### src/rtl/sseg_capture.sv
// sseg_capture: receives the multiplexed 7-segment digit bus, decodes the scanned
// hundreds/tens/ones digits back to BCD and reports the 9-bit binary value they show.
module sseg_capture #(
    parameter int unsigned SETTLE_CYCLES  = 4,
    parameter int unsigned TIMEOUT_CYCLES = 400000
) (
    input  logic       clk,
    input  logic       reset,
    input  logic [7:0] sseg_indicator,
    input  logic [3:0] digits,
    output logic [8:0] address_value,
    output logic       value_valid,
    output logic       decode_error,
    output logic       link_lost
);

    localparam int unsigned STAB_W = $clog2(SETTLE_CYCLES + 2);
    localparam int unsigned TMO_W  = $clog2(TIMEOUT_CYCLES + 1);

    localparam logic [STAB_W-1:0] STAB_HIT = STAB_W'(SETTLE_CYCLES);
    localparam logic [STAB_W-1:0] STAB_MAX = STAB_W'(SETTLE_CYCLES + 1);
    localparam logic [TMO_W-1:0]  TMO_HIT  = TMO_W'(TIMEOUT_CYCLES);

    localparam logic [7:0] SEG_IDLE = 8'hC0;
    localparam logic [3:0] DIG_IDLE = 4'b1111;

    localparam logic [2:0] S_WAIT_H  = 3'd0;
    localparam logic [2:0] S_WAIT_T  = 3'd1;
    localparam logic [2:0] S_WAIT_O  = 3'd2;
    localparam logic [2:0] S_CONVERT = 3'd3;
    localparam logic [2:0] S_REPORT  = 3'd4;

    logic [7:0]        r_seg_m, r_seg_s;
    logic [3:0]        r_dig_m, r_dig_s;
    logic [11:0]       r_prev;
    logic [11:0]       w_cur;
    logic [STAB_W-1:0] r_stab;
    logic              w_capture;

    logic [3:0]        w_bcd;
    logic              w_seg_ok;
    logic              w_sel_h, w_sel_t, w_sel_o, w_sel_blank, w_sel_ok;
    logic              w_cap_ok, w_cap_err;

    logic [TMO_W-1:0]  r_tmo, w_tmo_nx;
    logic              r_lost;

    logic [2:0]        r_state, w_state_nx;
    logic [3:0]        r_h, r_t, r_o, w_h_nx, w_t_nx, w_o_nx;
    logic [8:0]        r_addr, w_addr_nx;
    logic              r_valid, w_valid_nx;
    logic              r_err, w_err_nx;
    logic [9:0]        w_sum;

    // Two-flop synchronizer for the segment and select lines
    always_ff @(posedge clk or negedge reset) begin
        if (!reset) begin
            r_seg_m <= SEG_IDLE;
            r_seg_s <= SEG_IDLE;
            r_dig_m <= DIG_IDLE;
            r_dig_s <= DIG_IDLE;
        end else begin
            r_seg_m <= sseg_indicator;
            r_seg_s <= r_seg_m;
            r_dig_m <= digits;
            r_dig_s <= r_dig_m;
        end
    end

    assign w_cur = {r_seg_s, r_dig_s};

    // Stability counter: saturates one past the hit value so each stable period captures once
    always_ff @(posedge clk or negedge reset) begin
        if (!reset) begin
            r_prev <= {SEG_IDLE, DIG_IDLE};
            r_stab <= '0;
        end else begin
            r_prev <= w_cur;
            if (w_cur != r_prev) begin
                r_stab <= '0;
            end else if (r_stab != STAB_MAX) begin
                r_stab <= r_stab + STAB_W'(1);
            end
        end
    end

    assign w_capture = (r_stab == STAB_HIT);

    // Segment pattern to BCD; the decimal point is ignored
    always_comb begin
        w_bcd    = 4'd0;
        w_seg_ok = 1'b1;
        case (r_seg_s[6:0])
            7'h40:   w_bcd = 4'd0;
            7'h79:   w_bcd = 4'd1;
            7'h24:   w_bcd = 4'd2;
            7'h30:   w_bcd = 4'd3;
            7'h19:   w_bcd = 4'd4;
            7'h12:   w_bcd = 4'd5;
            7'h02:   w_bcd = 4'd6;
            7'h78:   w_bcd = 4'd7;
            7'h00:   w_bcd = 4'd8;
            7'h10:   w_bcd = 4'd9;
            default: w_seg_ok = 1'b0;
        endcase
    end

    // Digit select decode
    always_comb begin
        w_sel_h     = 1'b0;
        w_sel_t     = 1'b0;
        w_sel_o     = 1'b0;
        w_sel_blank = 1'b0;
        w_sel_ok    = 1'b1;
        case (r_dig_s)
            4'b1011: w_sel_h     = 1'b1;
            4'b1101: w_sel_t     = 1'b1;
            4'b1110: w_sel_o     = 1'b1;
            4'b1111: w_sel_blank = 1'b1;
            default: w_sel_ok    = 1'b0;
        endcase
    end

    assign w_cap_ok  = w_capture && w_sel_ok && !w_sel_blank && w_seg_ok;
    assign w_cap_err = w_capture && (!w_sel_ok || (!w_sel_blank && !w_seg_ok));

    // Link watchdog: counts cycles since the last legal capture
    assign w_tmo_nx = w_cap_ok ? '0 :
                      ((r_tmo == TMO_HIT) ? r_tmo : r_tmo + TMO_W'(1));

    always_ff @(posedge clk or negedge reset) begin
        if (!reset) begin
            r_tmo  <= '0;
            r_lost <= 1'b0;
        end else begin
            r_tmo  <= w_tmo_nx;
            r_lost <= (w_tmo_nx == TMO_HIT);
        end
    end

    assign w_sum = 10'(r_h) * 10'd100 + 10'(r_t) * 10'd10 + 10'(r_o);

    // Frame state and registered outputs
    always_ff @(posedge clk or negedge reset) begin
        if (!reset) begin
            r_state <= S_WAIT_H;
            r_h     <= 4'd0;
            r_t     <= 4'd0;
            r_o     <= 4'd0;
            r_addr  <= 9'd0;
            r_valid <= 1'b0;
            r_err   <= 1'b0;
        end else begin
            r_state <= w_state_nx;
            r_h     <= w_h_nx;
            r_t     <= w_t_nx;
            r_o     <= w_o_nx;
            r_addr  <= w_addr_nx;
            r_valid <= w_valid_nx;
            r_err   <= w_err_nx;
        end
    end

    // Frame assembly: errors win over restarts, a lost link parks the frame in WAIT_H
    always_comb begin
        w_state_nx = r_state;
        w_h_nx     = r_h;
        w_t_nx     = r_t;
        w_o_nx     = r_o;
        w_addr_nx  = r_addr;
        w_valid_nx = 1'b0;
        w_err_nx   = 1'b0;
        if (w_cap_err || ((r_state == S_CONVERT) && (w_sum > 10'd511))) begin
            w_err_nx   = 1'b1;
            w_state_nx = S_WAIT_H;
            w_h_nx     = 4'd0;
            w_t_nx     = 4'd0;
            w_o_nx     = 4'd0;
        end else if (r_lost && !w_cap_ok) begin
            w_state_nx = S_WAIT_H;
            w_h_nx     = 4'd0;
            w_t_nx     = 4'd0;
            w_o_nx     = 4'd0;
        end else begin
            case (r_state)
                S_WAIT_H: begin
                    if (w_cap_ok && w_sel_h) begin
                        w_h_nx     = w_bcd;
                        w_state_nx = S_WAIT_T;
                    end
                end
                S_WAIT_T: begin
                    if (w_cap_ok && w_sel_h) begin
                        w_h_nx = w_bcd;
                    end else if (w_cap_ok && w_sel_t) begin
                        w_t_nx     = w_bcd;
                        w_state_nx = S_WAIT_O;
                    end else if (w_cap_ok && w_sel_o) begin
                        w_h_nx     = 4'd0;
                        w_t_nx     = 4'd0;
                        w_state_nx = S_WAIT_H;
                    end
                end
                S_WAIT_O: begin
                    if (w_cap_ok && w_sel_o) begin
                        w_o_nx     = w_bcd;
                        w_state_nx = S_CONVERT;
                    end else if (w_cap_ok && w_sel_h) begin
                        w_h_nx     = w_bcd;
                        w_t_nx     = 4'd0;
                        w_state_nx = S_WAIT_T;
                    end else if (w_cap_ok && w_sel_t) begin
                        w_h_nx     = 4'd0;
                        w_t_nx     = 4'd0;
                        w_state_nx = S_WAIT_H;
                    end
                end
                S_CONVERT: begin
                    w_addr_nx  = w_sum[8:0];
                    w_valid_nx = 1'b1;
                    w_state_nx = S_REPORT;
                end
                S_REPORT: begin
                    w_state_nx = S_WAIT_H;
                end
                default: begin
                    w_state_nx = S_WAIT_H;
                end
            endcase
        end
    end

    assign address_value = r_addr;
    assign value_valid   = r_valid;
    assign decode_error  = r_err;
    assign link_lost     = r_lost;

endmodule

### config.mk
export PLATFORM = sky130hd
export DESIGN_NAME = sseg_capture
export DESIGN_NICKNAME = d
export VERILOG_FILES = /design/src/rtl/sseg_capture.sv
export SDC_FILE = /design/constraint.sdc
export NUM_CORES = 1
export LEC_CHECK = 0
export CORE_ASPECT_RATIO = 1.75
export CORE_MARGIN = 10
export CORE_UTILIZATION = 51
export CTS_BUF_LIST = sky130_fd_sc_hd__clkbuf_8
export DETAILED_ROUTE_END_ITERATION = 7
export GPL_ROUTABILITY_DRIVEN = 0
export PLACE_DENSITY = 0.7
export SLEW_MARGIN = 20
export SYNTH_ARGS = -nofsm -noshare
export SYNTH_HDL_FRONTEND = slang
export SYNTH_SLANG_ARGS = --single-unit
### constraint.sdc
create_clock -name clk -period 5.8 [get_ports clk]
set_input_delay 1.74 -clock clk [delete_from_list [all_inputs] [get_ports clk]]
set_output_delay 1.74 -clock clk [all_outputs]
set_load 0.05 [all_outputs]
After elaboration in Yosys (flattened, before gate mapping)
Index checks and enable logic that the tools add are counted.

operators by class
  bitwise logic cells = 2
  $add $sub $neg = 4
  reduce and logical (&&, ||, !) cells = 30
  multiplexer cells = 46
  multiply operators = 2
  order comparisons = 1
  equal/unequal tests = 29

operators by type and width
  cell                                                                    number
  4-bit two-way mux                                                       19
  19-bit equality test (second input constant)                            2
  19-bit two-way mux                                                      2
  4-bit case mux with 9 select lines                                      1
  3-bit two-way mux                                                       11
  7-bit by 5-bit equality test with 1-bit output (second input constant)  3
  7-bit equality test (second input constant)                             3
  5-bit != test (second input constant)                                   4
  19-bit by 1-bit adder with 19-bit output (second input constant)        1
  4-bit equality test (second input constant)                             4
  7-bit by 6-bit equality test with 1-bit output (second input constant)  2
  12-bit != test                                                          1
  4-bit != test (second input constant)                                   3
  3-bit case mux with 4 select lines                                      1
  4-bit case mux with 3 select lines                                      1
  10-bit by 4-bit adder with 10-bit output                                1
  10-bit by 8-bit adder with 10-bit output                                1
  10-bit by 9-bit > comparator with 1-bit output (second input constant)  1
  1-bit logical AND                                                       10
  1-bit two-way mux                                                       10
  10-bit OR reduction                                                     1
  4-bit by 5-bit multiplier with 8-bit output (second input constant)     1
  4-bit case mux with 2 select lines                                      1
  7-bit by 2-bit equality test with 1-bit output (second input constant)  1
  other kinds (22)                                                        29

storage, ports and cells
  input bits = 14
  logic and storage cells = 129
  output and inout port bits = 12
  flip-flop bits (word level) = 85

Depth between registers and ports, before layout
Gate-level depths: netlist of the first run.

  depth after elaboration = 13
  depth in mapped cells = 13
  depth with buffers taken out = 12

Least setup slack after synthesis of the first run
Ideal clock, no wire load.

  path kind = register to register
  from = reg r_t[1]
  to = reg r_addr[0], in the netlist address_value[0]
  clock period less this slack = 3.645 ns
  path buffers = 1
  stages on the path, launching flop included = 13
  library setup time = 0.128 ns
  slack = 2.155 ns
  data arrival time = 3.518 ns
  data required time = 5.672 ns
  path through = dfrtp_1 ha_1 ha_1 fa_1 xor2_1 ha_1 ha_1 or4_1 o22ai_1 xnor2_1 nor4b_2 buf_4 mux2_1

between the ends
  longest elaborated chain between the ends = 8

RTL lines
  what                                            line  text
  start: declaration                              49    logic [3:0] r_h, r_t, r_o, w_h_nx, w_t_nx, w_o_nx;
  start signal: assignment                        156   r_t <= w_t_nx;
  4-bit by 3-bit multiplier with 7-bit output     141   assign w_sum = 10'(r_h) * 10'd100 + 10'(r_t) * 10'd10 + 10'(r_o);
  10-bit by 8-bit adder with 10-bit output        141
  10-bit by 4-bit adder with 10-bit output        141
  10-bit by 9-bit > comparator with 1-bit output  173   if (w_cap_err || ((r_state == S_CONVERT) && (w_sum > 10'd511))) begin
  1-bit logical AND                               173
  1-bit logical OR                                173
  1-bit NOT (no source line)                      -
  3-bit AND reduction (no source line)            -
  end signal: assignment                          158   r_addr <= w_addr_nx;
  end: declaration                                50    logic [8:0] r_addr, w_addr_nx;

Every way passes these cells.
A chain may end at the register's enable or synchronous reset.

Final worst setup path of the first run
  from = reg r_t[1]
  to = reg r_addr[8], in the netlist address_value[8]

between the ends
  longest elaborated chain between the ends = 8

RTL lines
  what                                             line
  4-bit by 3-bit multiplier with 7-bit output (*)  141
  10-bit by 8-bit adder with 10-bit output (*)     141
  10-bit by 4-bit adder with 10-bit output (*)     141
  10-bit by 9-bit > comparator with 1-bit output   173
  1-bit logical AND                                173
  1-bit logical OR                                 173
  1-bit NOT (no source line)                       -
  3-bit AND reduction (no source line)             -

Every way passes the cells marked *; elsewhere a longest branch is shown, timed or not.

==> out/results.tsv, run 1 <==
metric	value	unit
outcome	completed	
core	8670	um2
cp.arrival	4.46	ns
timing.fmax	238	MHz
cap_viol_max_count	0	
critPathSlowestCell	nor4b_4	
clock_sinks	85	
die_h	145	um
rr_worst_depth	11	
avgSynthCellArea	10.7	um2
worst_pin_slew	0.835	ns
clkTransAtPathRegs	0.09	ns
fin_crit_sh	0.724	
num_io_pins	26	
grt_pass1_vias	3307	
antenna_found_initial	0	
netlist_instances	425	
drive_above_1_share	0.100	
yosysSeqAreaShare	0.473	
diodes	0	
postCtsHoldBufs	0	
startpoint_type	flip-flop	
synth-edff-count	0	
cpMostUsedCell	ha_1	
hold_path_class	flip-flop to flip-flop	
fin_setup_tns	0	ns
fin_area	5070	um2
worstPathCellList	ha_1 -> ha_1 -> fa_1 -> xor2_1 -> ha_1 -> ha_1 -> or4_1 -> o22ai_1 -> xnor2_1 -> nor4b_4 -> mux2_1	
row_count	45	
grt_pass1_wl	16.1	mm
synth_top_area_frac	0.369	
drt_pass1_iterations	4	
rrSetupSlack	1.60	ns
die_x	91.4	um
wl	9.38	mm
powerDensity	212	nW/um2
start_util	0.524	
drt_iter0_markers	197	
rr_endpoint	address_value[8]	
worstSetupEndpoint	address_value[8]	
final-max-slew-violation-count	0	
static-leakage-power	2.30	nW
relSlewSlack	0.441	
grt_start_max_net_pins	47	
synthDistinctLibCells	60	
syn_to_final_growth	11.6	%
overflow	0	
cts_made_buffers	9	
synth_fp_nets	472	
dpl_cell_area	4880	um2
dp.cells	551	
synthFlopType	dfrtp_1	
via_per_inst	5.57	
slowest_delay	0.71	ns
numPortBuffers	25	
synth-seq-cells	85	
fin_util	0.585	
crit_path_start	r_t[1]	
synth_area_leaders	dfrtp_1 (37%), dfstp_2 (10%), ha_1 (7.7%)	
drc	0	
hold_viol_final	0	
fin_nets	492	
cts_root_buffer	clkbuf_8	
wl_per_cell	16.5	um
clk_path_buf_depth	2	
worstSkewPairLatency	0.38	ns
finalNonFillerCells	567	
critPathKind	flip-flop to flip-flop	
hpwl	6.95	mm
crit_fanout	10	
netlist_area	4540	um2
report.final.setup_viol	0	
antenna_left	0	
h-tree-depth	3	
async_reset_ff_frac	1.00	
cts_setup_buffers	0	
cts_resized	0	
cts_tree	yes	
dieArea	13200	um2
critPathCaptureType	flip-flop	
peakVddDrop	0.192	mV
fin_worst_skew	0.00857	ns
crit_required	6.06	ns
yosysTopAreaCell	dfrtp_1	
grt_usage	0.151	
min_period	4.20	ns
timing.rr.start	r_t[1]	
rsz0062_at_grt	no	
yosysWarningCount	0	
num_vias	3156	
how the worst min path moves through the flow:
stage               start    endpoint  slack (ns)  depth (start not counted)
3_3_place_gp   r_seg_m[5]  r_seg_s[5]        0.33                          0
5_1_grt        r_seg_m[1]  r_seg_s[1]        0.36                          0
6_report       r_seg_m[0]  r_seg_s[0]        0.35                          0
2_1_floorplan  r_seg_m[0]  r_seg_s[0]        0.33                          0
3_5_place_dp   r_seg_m[0]  r_seg_s[0]        0.33                          0
4_1_cts        r_seg_m[0]  r_seg_s[0]        0.36                          0
cells by family after synthesis:
group	synth area share
AND/OR/NAND/NOR	0.183
flip-flops	0.473
AO/OA/AOI/OAI	0.0942
XOR/XNOR	0.0867
adder cells (fa/ha/maj)	0.101
buffers and inverters	0.0306
multiplexers	0.0311
cells in the mapped netlist (all sizes together) (7+ instances only):
| library cell | number |
|---|---|
| nand4 | 12 |
| xnor2 | 20 |
| mux2 | 9 |
| ha | 28 |
| o21ai | 9 |
| nand3 | 10 |
| xor2 | 25 |
| nor4 | 7 |
| and2 | 7 |
| nor2 | 45 |
| buf | 8 |
| nor2b | 7 |
| inv | 15 |
| a21oi | 14 |
| nand2 | 28 |
| nor3 | 10 |
| dfrtp | 67 |
| dfstp | 18 |
| clkbuf | 10 |
layout by cell type, fill, tap and decap left out, types with 7 or more instances in the layout:
cell	Yosys	layout
and2_1	7	7
xor2_1	25	25
a21oi_1	13	13
nand2_1	27	27
inv_1	15	15
ha_1	28	28
nor4_1	7	7
o21ai_0	9	9
nand4_1	12	12
clkbuf_8	0	10
dfstp_2	18	18
clkdlybuf4s50_1	0	24
nand3_1	10	10
nor2_1	45	45
nor2b_1	7	7
mux2_1	9	9
dfrtp_1	67	67
xnor2_1	20	20
nor3_1	9	8
worst max-delay path: cells and delay by family, from the launching register on:
family          cells  cell delay (ns)
fa+ha+maj           5             1.45
mux                 1             0.39
flops               1             0.42
compound gates      1             0.16
simple gates        2             1.21
xor+xnor            2             0.44
sequential cells by signal, summed over array words and instances (netlist names), 8 cells and up:
signal,cells
r_tmo,19
r_prev,12
address_value,9
r_seg_m,8
r_seg_s,8
power by group:
part | switching [mW] | internal, mW | total [mW]
combinational | 0.0209 | 0.0171 | 0.0380
clock | 0.237 | 0.176 | 0.412
sequential | 0.0140 | 0.610 | 0.624
layer usage:
layer,up-vias,global-route usage,routed length [um]
li1,1529,-,-
met1,1555,0.151,3510
met2,50,0.291,5380
met3,22,0.0268,236
met4,0,0.0721,256
met5,-,0,0
stage by stage:
stage                     power (mW)  setup slack [ns]  hold slack [ns]
after floorplan                0.648              2.15            0.331
after global placement         0.673              1.45            0.332
after detailed placement       0.675              1.30            0.335
after CTS                       1.08              1.27            0.356
after global routing            1.12              1.33            0.361
final                           1.07              1.60            0.355
area by class of cell:
type	instances	area [um2]
Clock buffer	10	138
Tap cell	117	146
Sequential cell	85	2150
Timing Repair Buffer	27	263
Inverter	15	56.3
Clock inverter	6	51.3
Fill cell	755	3600
Multi-Input combinational cell	307	2270
(Power assumes the default switching activity.)
==> inputs of run 2 (changes only) <==
PLACE_DENSITY = 0.73   (was 0.7)
clock period = 3.65 ns   (was 5.8 ns; I/O delays follow)
==> run 2 against run 1 <==
  * The flow now finishes with violations (setup timing)
  * Register-to-register slack worse by 1.6 ns
  * Global-route usage is 0.097 points lower
  * Hold slack got worse by 0.0019 ns
  * Total power up 58%
  * Clock-buffer cell count is the same
  * Design area is 4.3% higher
  * Combinational power grew 55%
  * Non-clock buffer count is 13 higher
  * Routed wire length rose by 1.2%
==> out/results.tsv, run 2 (same netlist as run 1, synthesis figures left out) <==
metric	value	unit	change
min_from	r_seg_m[5]		
clk_path_buf_depth	2		unchanged
wl	9.49	mm	+1.2%
cts_tree	yes		
clock_sinks	85		unchanged
hold_path_class	flip-flop to flip-flop		
cpMostUsedCell	ha_4		
die_h	145	um	unchanged
fin_worst_skew	0.0131	ns	+0.00453 ns
row_count	45		unchanged
critPathBufInv	2		+2
num_vias	3249		+2.9%
relSlewSlack	0.396		-0.0450
cts_root_buffer	clkbuf_8		
cap_viol_max_count	0		unchanged
fin_nets	505		+2.6%
critPathKind	flip-flop to flip-flop		
fin_util	0.610		+0.0250
timing.fmax	273	MHz	+15%
crit_fanout	5		-5
rr_endpoint	address_value[3]		
min_period	3.66	ns	-0.538 ns
whs_path_depth	0		unchanged
worstPathCellList	ha_1 -> ha_2 -> fa_1 -> ha_4 -> ha_4 -> or4_4 -> o22ai_4 -> xnor2_2 -> nor4b_2 -> buf_4 -> buf_6 -> mux2_1		
syn_to_final_growth	16.4	%	
dpl_cell_area	4940	um2	+1.4%
critPathCaptureType	flip-flop		
crit_required	3.91	ns	-2.15 ns
critPathSlowestCell	or4_4		
grt_usage	0.150		-0.000972
largest_reg_flops	19		unchanged
worst_pin_slew	0.903	ns	+0.0672 ns
core	8670	um2	unchanged
final-max-slew-violation-count	0		unchanged
static-leakage-power	2.35	nW	+2.3%
drt_pass1_iterations	4		unchanged
report.final.setup_viol	3		+3
p_total	1.70	mW	+58%
overflow	0		unchanged
start_util	0.524		unchanged
num_io_pins	26		unchanged
rr_worst_depth	12		+1
grt_pass1_vias	3324		+0.51%
h-tree-depth	3		unchanged
slowest_delay	0.55	ns	-0.16 ns
rrSetupSlack	-0.01	ns	-1.61 ns
setup_ws	-0.00984	ns	-1.61 ns
numPortBuffers	25		unchanged
drc	0		unchanged
failed_checks	setup timing		
place_ws	-0.0394	ns	-1.34 ns
worstSkewPairLatency	0.37	ns	about the same
largest_register	r_tmo		
dp.cells	560		+1.6%
drt_iter0_markers	193		-2.0%
fin_crit_sh	1.00		+0.279
outcome	finished, violations left		
cp.arrival	3.92	ns	-0.54 ns
hold_viol_final	0		unchanged
regArea	2150	um2	unchanged
cts_made_buffers	9		unchanged
antenna_left	0		unchanged
startpoint_type	flip-flop		
crit_path_start	r_h[0]		
diodes	0		unchanged
hpwl	6.98	mm	+0.50%
postCtsHoldBufs	0		unchanged
dieArea	13200	um2	unchanged
via_per_inst	5.60		+0.64%
fin_area	5290	um2	+4.3%
fin_setup_tns	-0.0251	ns	-0.0251 ns
mostFrequentLayoutCells	dfrtp_1 (67), nor2_1 (45), nand2_1 (27)		
antenna_found_initial	0		unchanged
timing.rr.start	r_h[0]		
powerDensity	321	nW/um2	+52%
clkTransAtPathRegs	0.10	ns	about the same
fillerInstances	758		+0.40%
final_common_cell	dfrtp_1		
hold-path-endpoint	r_seg_s[5]		
fin_hold_ws	0.353	ns	-0.00186 ns
multiInputGateArea	2370	um2	+4.6%
die_x	91.4	um	unchanged
rsz0062_at_grt	yes		
grt_start_max_net_pins	86		+83%
drive_above_1_share	0.166		+0.0663
finalNonFillerCells	580		+2.3%
cp_top_family	adder cells		
grt_pass1_wl	15.9	mm	-1.6%
peakVddDrop	0.319	mV	+66%
wl_per_cell	16.4	um	-1.1%
[run 2: changes by cell type in the layout (fill, tap and decap cells not counted), moves of 2 or more]
cell / before / now
buf_4: 3 / 13
ha_1: 28 / 21
mux2_1: 9 / 2
mux2_4: 0 / 7
ha_4: 0 / 4
ha_2: 0 / 3
buf_6: 0 / 2
[run 2: repair_timing]
action,CTS,global route
pin swaps,1,8
endpoints found under the setup margin,9,22
setup buffers,1,2
cloned,1,0
gates resized for setup,5,22
[run 2: cell type report]
class                   instances  area share
inverters                      15      0.0106
flip-flops and latches         85       0.406
repair buffers                 40      0.0710
multi-input cells             307       0.449
clock buffers                  10      0.0260
clock inverters                 6     0.00970
well taps                     117      0.0277
[run 2: worst max-delay path by stage]
| stage | end | slack [ns] | cells after the start |
|---|---|---|---|
| 3_3_place_gp | address_value[0] | 0.05 | 11 |
| 5_1_grt | address_value[4] | -0.12 | 13 |
| 6_report | address_value[3] | -0.01 | 12 |
| 4_1_cts | address_value[2] | 0.02 | 13 |
| 3_5_place_dp | address_value[0] | -0.04 | 11 |
| 2_1_floorplan | address_value[0] | 0.005 | 12 |
[run 2: per-layer routing]
metal / share of wire / track usage / vias to the layer above
li1: - / - / 1555
met1: 0.35 / 0.141 / 1605
met2: 0.58 / 0.292 / 64
met3: 0.033 / 0.0340 / 25
met4: 0.031 / 0.0762 / 0
met5: 0 / 0 / -
[run 2: power breakdown]
part           total, mW  internal [mW]  switching [mW]
clock network      0.648          0.279           0.369
registers          0.991          0.970          0.0214
logic             0.0589         0.0268          0.0321
total               1.70           1.28           0.422
==> inputs of run 3 (changes only) <==
CORE_UTILIZATION = 42   (was 51)
PLACE_DENSITY = not set   (was 0.73)
SLEW_MARGIN = not set   (was 20)
==> run 3 against run 2 <==
  * The flow now finishes without violations
  * Sequential share of layout area down 0.096 points
  * Clock power increased by 0.9%
  * Critical path depth is 1 higher
  * Largest cell class unchanged
==> out/results.tsv, run 3 (same netlist as run 1, synthesis figures left out) <==
metric	value	unit	change
drt_iter0_markers	123		-36%
clock_sinks	85		unchanged
wl	9.67	mm	+1.9%
cpMostUsedCell	ha_4		
fillerInstances	990		+31%
grt_pass1_vias	3294		-0.90%
num_io_pins	26		unchanged
die_x	98.6	um	+8.0%
grt_usage	0.127		-0.0225
num_vias	3206		-1.3%
final_common_cell	dfrtp_1		
worst_pin_slew	1.03	ns	+0.124 ns
drt_pass1_iterations	7		+3
numPortBuffers	25		unchanged
fin_hold_ws	0.346	ns	-0.00626 ns
clk_path_buf_depth	2		unchanged
timing.fmax	275	MHz	+0.54%
min_period	3.64	ns	-0.0195 ns
met3_length	279	um	-11%
rsz0062_at_grt	yes		
wl_per_cell	16.3	um	-0.64%
fin_area	5300	um2	+0.24%
die_h	158	um	+8.8%
antenna_left	0		unchanged
hpwl	7.13	mm	+2.1%
report.final.setup_viol	0		-3
critPathSlowestCell	or4_4		
start_util	0.427		-0.0968
peakVddDrop	0.233	mV	-27%
mostFrequentLayoutCells	dfrtp_1 (67), nor2_1 (44), nand2_1 (27)		
drc	0		unchanged
critPathKind	flip-flop to flip-flop		
critPathCaptureType	flip-flop		
startpoint_type	flip-flop		
largest_reg_flops	19		unchanged
dpl_cell_area	4970	um2	+0.48%
cp.arrival	3.91	ns	about the same
grt_pass1_wl	15.9	mm	about the same
h-tree-depth	3		unchanged
top_layer_used	met4		
largest_register	r_tmo		
via_per_inst	5.39		-3.8%
worstSkewPairLatency	0.38	ns	about the same
crit_required	3.92	ns	about the same
outcome	completed		
core	10600	um2	+23%
cap_viol_max_count	0		unchanged
crit_fanout	5		unchanged
relSlewSlack	0.315		-0.0811
hold_viol_final	0		unchanged
static-leakage-power	2.37	nW	+0.59%
drive_above_1_share	0.172		+0.00574
syn_to_final_growth	16.7	%	
powerDensity	321	nW/um2	+0.11%
fin_crit_sh	0.997		-0.00535
cts_root_buffer	clkbuf_8		
overflow	0		unchanged
fin_worst_skew	0.0165	ns	+0.00344 ns
clkTransAtPathRegs	0.10	ns	about the same
diodes	0		unchanged
fin_nets	507		+0.40%
row_count	50		+11%
cts_tree	yes		
cts_made_buffers	9		unchanged
antenna_found_initial	0		unchanged
m1WireLength	3.47	mm	+3.5%
dr_wl_met2	5.68	mm	+2.8%
final-max-slew-violation-count	0		unchanged
hold_path_class	flip-flop to flip-flop		
slowest_delay	0.53	ns	-0.02 ns
dieArea	15500	um2	+17%
worstPathCellList	ha_4 -> ha_4 -> fa_2 -> xor2_1 -> ha_1 -> ha_2 -> or4_4 -> o22ai_4 -> xnor2_2 -> nor4b_2 -> buf_4 -> buf_6 -> mux2_4		
fin_util	0.499		-0.112
grt_start_max_net_pins	86		unchanged
## run 3: cell count changes in the layout (fill, tap and decap cells not counted), sizes merged
cell and change:
buf +2, inv -1, clkinv +1
## run 3: per-stage QoR
stage          cells  setup WS, ns  power [mW]  setup TNS, ns
2_1_floorplan    425       0.00459        1.03              0
3_3_place_gp     574        0.0384        1.07              0
3_5_place_dp     574       -0.0530        1.07         -0.344
4_1_cts          592       0.00472        1.73              0
5_1_grt          595        -0.106        1.77         -0.762
6_report         595       0.00970        1.70              0
## run 3: critical path, delay by kind of cell, from the launching register on
kind	cells	cell delay, ns
mux	1	0.30
compound gates	1	0.16
buf+inv	2	0.30
fa+ha+maj	5	1.27
xor+xnor	2	0.26
flops	1	0.43
simple gates	2	0.81
## run 3: path summary, 6_finish.rpt
check	startpoint	to	slack (ns)	cells past startpoint
max	r_t[3]	address_value[3]	0.01	13
min	r_seg_m[7]	r_seg_s[7]	0.35	0
max reg2reg	r_t[3]	address_value[3]	0.01	13
min reg2reg	r_seg_m[7]	r_seg_s[7]	0.35	0
max in group asynchronous	reset	r_tmo[6]	2.10	1
min in group asynchronous	reset	address_value[2]	0.89	1
## run 3: final cells by class
| cell class | instances | area (um2) | area share |
|---|---|---|---|
| tap | 130 | 163 | 0.0307 |
| timing repair buffer | 42 | 383 | 0.0722 |
| clock inverter | 6 | 53.8 | 0.0101 |
| inverter | 15 | 56.3 | 0.0106 |
| sequential | 85 | 2150 | 0.405 |
| clock buffer | 10 | 138 | 0.0260 |
| multi-input combinational | 307 | 2360 | 0.445 |
## run 3: repair_timing
item / in CTS / in global routing
setup endpoints to repair: 9 / 16
hold buffers: 0 / 0
gates cloned: 1 / 0
setup buffers: 1 / 3
pin swaps: 2 / 11
gates resized for setup: 7 / 19
## run 3: power by group
part | leakage, nW | switching [mW] | internal (mW)
sequential | 1.07 | 0.0214 | 0.970
combinational | 1.20 | 0.0325 | 0.0264
clock | 0.101 | 0.374 | 0.280
## run 3: per-layer routing
metal / global-route usage / up-vias
met3: 0.0271 / 18
met2: 0.259 / 49
met1: 0.114 / 1580
li1: - / 1559
met5: 0 / -
met4: 0.0562 / 0
